File: config.mk
export PLATFORM = sky130hd
export DESIGN_NAME = seg7_scan_ctrl
export DESIGN_NICKNAME = d
export VERILOG_FILES = /design/src/rtl/seg7_scan_ctrl.sv
export SDC_FILE = /design/constraint.sdc
export NUM_CORES = 1
export LEC_CHECK = 0
export CAP_MARGIN = 10
export CORE_MARGIN = 2
export CORE_UTILIZATION = 58
export DETAILED_ROUTE_END_ITERATION = 7
export HOLD_SLACK_MARGIN = 0.06
export PLACE_DENSITY = 0.89
export RECOVER_POWER = 25
export REMOVE_ABC_BUFFERS = 1
export SYNTH_ARGS = -nofsm -noshare
export SYNTH_HDL_FRONTEND = slang
export SYNTH_SLANG_ARGS = --single-unit
File: constraint.sdc
create_clock -name clk -period 7 [get_ports clk]
set_clock_uncertainty 0.2 [all_clocks]
set_input_delay 2.1 -clock clk [delete_from_list [all_inputs] [get_ports clk]]
set_output_delay 2.1 -clock clk [all_outputs]
set_load 0.05 [all_outputs]
File: src/rtl/seg7_scan_ctrl.sv
// seg7_scan_ctrl -- time-multiplexed scan controller for an 8-digit
// seven-segment display with a double-buffered frame.
//
// Writers fill the shadow frame (wr_en/wr_addr/wr_data) and request a
// publish with commit. The shadow is copied to the active frame only at
// the 7 -> 0 scan wrap, so a frame is never shown half-old, half-new.
//
// Ports:
//   clk, rst        clock, asynchronous active-high reset
//   wr_en/wr_addr/wr_data  shadow digit write ({blank, hex[3:0]})
//   dp_mask         decimal point per digit, sampled live each slot
//   commit          one-cycle publish request
//   pending         commit accepted, swap not yet done
//   commit_ack      high during the swap cycle
//   seg_out0        segments for digits 0-3, {a,b,c,d,e,f,g,dp}
//   seg_out1        segments for digits 4-7, same encoding
//   seg_en          one-hot digit enable
//   blink_mask      (only with SEG7_BLINK_EN) digits that blink
//
// Optional feature macro: SEG7_BLINK_EN.

module seg7_scan_ctrl #(
    parameter int SCAN_DIV    = 100000,
    parameter int BLINK_TICKS = 250
) (
    input  logic       clk,
    input  logic       rst,
    input  logic       wr_en,
    input  logic [2:0] wr_addr,
    input  logic [4:0] wr_data,
    input  logic [7:0] dp_mask,
    input  logic       commit,
`ifdef SEG7_BLINK_EN
    input  logic [7:0] blink_mask,
`endif
    output logic       pending,
    output logic       commit_ack,
    output logic [7:0] seg_out0,
    output logic [7:0] seg_out1,
    output logic [7:0] seg_en
);

    localparam int CW = (SCAN_DIV > 1) ? $clog2(SCAN_DIV) : 1;
    localparam logic [4:0] BLANK = 5'h10;

    logic [CW-1:0]      cnt;
    logic [2:0]         idx;
    logic [7:0][4:0]    shadow;
    logic [7:0][4:0]    active;

    logic               tick;
    logic               swap;
    logic [2:0]         nidx;
    logic [4:0]         src;
    logic [7:0]         pattern;

    function automatic logic [6:0] decode(input logic [3:0] h);
        case (h)
            4'h0: decode = 7'b1111110;
            4'h1: decode = 7'b0110000;
            4'h2: decode = 7'b1101101;
            4'h3: decode = 7'b1111001;
            4'h4: decode = 7'b0110011;
            4'h5: decode = 7'b1011011;
            4'h6: decode = 7'b1011111;
            4'h7: decode = 7'b1110000;
            4'h8: decode = 7'b1111111;
            4'h9: decode = 7'b1111011;
            4'hA: decode = 7'b1110111;
            4'hB: decode = 7'b0011111;
            4'hC: decode = 7'b1001110;
            4'hD: decode = 7'b0111101;
            4'hE: decode = 7'b1001111;
            default: decode = 7'b1000111;
        endcase
    endfunction

`ifdef SEG7_BLINK_EN
    localparam int BW = (BLINK_TICKS > 1) ? $clog2(BLINK_TICKS) : 1;
    logic [BW-1:0] bcnt;
    logic          phase;

    always_ff @(posedge clk or posedge rst) begin
        if (rst) begin
            bcnt  <= '0;
            phase <= 1'b1;
        end else if (tick) begin
            if (bcnt == BW'(BLINK_TICKS - 1)) begin
                bcnt  <= '0;
                phase <= ~phase;
            end else begin
                bcnt <= bcnt + 1'b1;
            end
        end
    end
`endif

    assign tick       = (cnt == CW'(SCAN_DIV - 1));
    assign swap       = tick && (idx == 3'd7) && pending;
    assign commit_ack = swap;
    assign nidx       = idx + 3'd1;

    // On the swap tick the new frame's digit 0 comes straight from the
    // shadow, since active is only updated at that same edge.
    always_comb begin
        src     = swap ? shadow[0] : active[nidx];
        pattern = src[4] ? 8'h00 : {decode(src[3:0]), dp_mask[nidx]};
`ifdef SEG7_BLINK_EN
        if (!phase && blink_mask[nidx])
            pattern = 8'h00;
`endif
    end

    always_ff @(posedge clk or posedge rst) begin
        if (rst) begin
            cnt      <= '0;
            idx      <= 3'd7;
            pending  <= 1'b0;
            seg_en   <= 8'h00;
            seg_out0 <= 8'h00;
            seg_out1 <= 8'h00;
            for (int i = 0; i < 8; i++) begin
                shadow[i] <= BLANK;
                active[i] <= BLANK;
            end
        end else begin
            cnt <= tick ? '0 : cnt + 1'b1;

            if (tick) begin
                idx      <= nidx;
                seg_en   <= 8'h01 << nidx;
                seg_out0 <= nidx[2] ? 8'h00 : pattern;
                seg_out1 <= nidx[2] ? pattern : 8'h00;
            end

            // Copy reads the pre-write shadow; a same-cycle write lands after.
            if (swap) begin
                active  <= shadow;
                pending <= commit;
            end else if (commit) begin
                pending <= 1'b1;
            end

            if (wr_en)
                shadow[wr_addr] <= wr_data;
        end
    end

endmodule

==> impl_metrics.ini <==
[worst_setup_path]
crit_required_ns = 4.70
start_kind = register
cp_top_family = flip-flops
crit_buf_inv = 1
worst_path_most_repeated_cell = ha_1
crit_arrival_ns = 3.32
path_cells = ha_1, ha_1, nand2_1, nor2_1, clkdlybuf4s50_1
crit_path_end_kind = output pin
crit_fanout = 14
critPathKind = reg -> out
slowest_delay_ns = 1.09
crit_path_top_delay_cell = dfstp_1

[global_routing]
grt_pass1_wl_um = 19200
use_met3_pct = 5.69
grt-busiest-layer = met2
first_global_vias = 3826
grt.total_usage_pct = 24.5
grt_util_met1_pct = 30.9
grt.overflow.total = 0
use_met2_pct = 41.0
antenna_found_initial = 0
grt_max_degree = 96

[drt]
drc = 0
vias_per_cell = 5.91
drt_first_pass_iters = 4
wl_um = 11500
drt_iter0_markers = 190
wire_per_inst_um = 18.4
ant_nets = 0
vias = 3698

[synth]
synthTopCellsByCount = dfrtp_1 (106), mux2_2 (80), nand2_1 (51)
synth_edf_count = 0
synth.avg_cell_area_um2 = 13.1
yosysSeqAreaShare_pct = 55.9
synthDistinctLibCells = 51
synth_cells = 431
synth_ff_type = dfrtp_1
yosysTopAreaCell = dfrtp_1
ys_ff_latch = 125
synth-async-reset-ratio_pct = 100
syn_area_um2 = 5640
ys_warn_count = 0
yosys-top-cells-area = dfrtp_1 (47%), mux2_2 (16%), dfstp_2 (8.8%)
yosysTopAreaCellShare_pct = 47.0
yosysMostFrequentCell = dfrtp_1

[timing]
setup_viol = 0
slew_viol_final = 47
rsz0062_at_grt = false
final.min_clock_period_ns = 5.62
fin_tns_setup_ns = 0
fmax_mhz = 178
hold_viol_final = 0
finalCritPeriodShare_pct = 80.2
slew_headroom_pct = -70.9
worstMarginPinSlew_ns = 2.56

[clocking]
clock_latency_ns = 0.52
cts_resized = 0
cts_made_buffers = 17
cts-root-buf = clkbuf_8
htreeDepth = 4
cts_sinks = 125
clk_pin_slew_ns = 0.06
post_cts_buffers = 0
cts_max_path_buffers = 2
cts_tree = yes
cts_hold_buffers = 0

[power_and_ir_drop]
intPower_mw = 1.42
p_per_area_nw_per_um2 = 262
switching_share_pct = 20.8
clkPwrFrac_pct = 49.9
power_switching_mw = 0.374
p_leak_nw = 3.02
p_comb_share_pct = 5.0
seqPwrFrac_pct = 45.1
ir_drop_uv = 190

[placement]
gp_congestion = 0.839
dp_hpwl_um = 7090
portBuffers = 45

[finish]
seqCellArea_um2 = 3150
nNetsFinal = 514
fin_util_pct = 73.4
areaGrowthSynthToFinish_pct = 21.3
diodes = 0
drive_gt1_share_pct = 31.8
fillers = 604
multi_input_area_um2 = 2390

[outcome]
violations = capacitance limit, slew limit
outcome = finished with violations

[floorplan]
die_y_um = 103
rows = 35
dieArea_um2 = 10500
die_w_um = 103
start_util_pct = 60.5
boundaryPins = 46
coreArea_um2 = 9330

[job]
maxCapViolations = 2

[min_path]
worstHoldPathType = reg -> reg
## final timing paths
kind                       slack, ns             startpoint  cells after the start                       to
hold / removal                  0.26  seg_en[4]$_DFFE_PP0N_                      2    seg_en[4]$_DFFE_PP0N_
hold reg to reg                 0.26  seg_en[4]$_DFFE_PP0N_                      2    seg_en[4]$_DFFE_PP0N_
min in group asynchronous       1.96                    rst                      2   shadow[32]$_DFFE_PP0P_
max in group asynchronous       3.38                    rst                      4    shadow[4]$_DFFE_PP1P_
setup reg to reg                1.98     idx[0]$_DFFE_PP1N_                      8  seg_out1[4]$_DFFE_PP0N_
setup / recovery                1.38     idx[0]$_DFFE_PP1N_                      5               commit_ack
## final cells by class
cell class | instances | share of cell area [%]
inverters | 8 | 0.457
repair buffers | 49 | 7.26
clock inverters | 10 | 1.97
flip-flops and latches | 125 | 46.0
well taps | 129 | 2.36
clock buffers | 22 | 7.06
multi-input cells | 283 | 34.9
## cells in the final DEF (no fill, tap or decap), drive strengths merged, types with 2 or more instances in the layout
master / n
a21oi: 3
buf: 3
bufinv: 3
clkbuf: 23
clkdlybuf4s50: 44
clkinv: 6
clkinvlp: 2
dfrtp: 106
dfstp: 19
ha: 10
inv: 7
mux2: 81
mux2i: 8
mux4: 12
nand2: 51
nand2b: 3
nand3: 16
nand3b: 4
nand4: 5
nand4b: 4
nor2: 15
nor3: 4
nor3b: 4
nor4: 3
nor4b: 2
o211ai: 2
o21ai: 24
or3: 3
or4: 3
or4b: 2
xnor2: 8
xor2: 7
## routing by layer
metal | up-vias | wire, um
li1 | 1661 | -
met4 | 0 | 249
met5 | - | 0
met1 | 1889 | 4770
met2 | 123 | 5920
met3 | 25 | 568
## power groups by stage
| stage | Clock [mW] | Combinational, mW | Sequential [mW] |
|---|---|---|---|
| floorplan | 0 | 0.0611 | 0.812 |
| global placement | 0 | 0.0831 | 0.816 |
| detailed placement | 0 | 0.0884 | 0.821 |
| CTS | 0.907 | 0.0898 | 0.810 |
| global route | 0.945 | 0.0985 | 0.817 |
| finish | 0.896 | 0.0893 | 0.810 |
## sequential cells by signal, summed over array words and instances, names as in the netlist
name,cells
seg_out1,8
cnt,17
shadow,40
pending,1
active,40
seg_out0,8
idx,3
seg_en,8
## worst reg2reg max path, delay by kind of cell, from the launching register on
kind	cells	cell delay [ns]
buffers and inverters	1	1.81
AOI/OAI and AO/OA	3	1.09
DFF	1	0.66
adders and majority gates	2	0.62
muxes	1	0.49
and+or+nand+nor	1	0.07
## logic make-up (layout without fill, tap and decap cells)
| family | count (synthesis) | in the layout | share of synthesized area, % |
|---|---|---|---|
| flip-flops | 125 | 125 | 55.9 |
| AND/OR/NAND/NOR | 121 | 121 | 11.5 |
| multiplexers | 101 | 101 | 22.4 |
| AO/OA/AOI/OAI | 36 | 36 | 3.90 |
| buffers and inverters | 23 | 89 | 1.77 |
| XOR/XNOR | 15 | 15 | 2.33 |
| adder cells (fa/ha/maj) | 10 | 10 | 2.22 |
## metrics by stage
stage / instances / setup WS (ns) / hold slack [ns] / instance area (um^2) / power [mW]
after floorplan: 416 / 1.40 / 0.237 / 5570 / 0.873
after global placement: 593 / 2.32 / 0.250 / 6210 / 0.899
after detailed placement: 593 / 2.27 / 0.255 / 6210 / 0.909
after CTS: 625 / 1.67 / 0.267 / 6830 / 1.81
after global routing: 626 / 1.24 / 0.276 / 6850 / 1.86
final: 626 / 1.38 / 0.264 / 6850 / 1.80
Note: power is estimated with default switching activity, not from simulation.
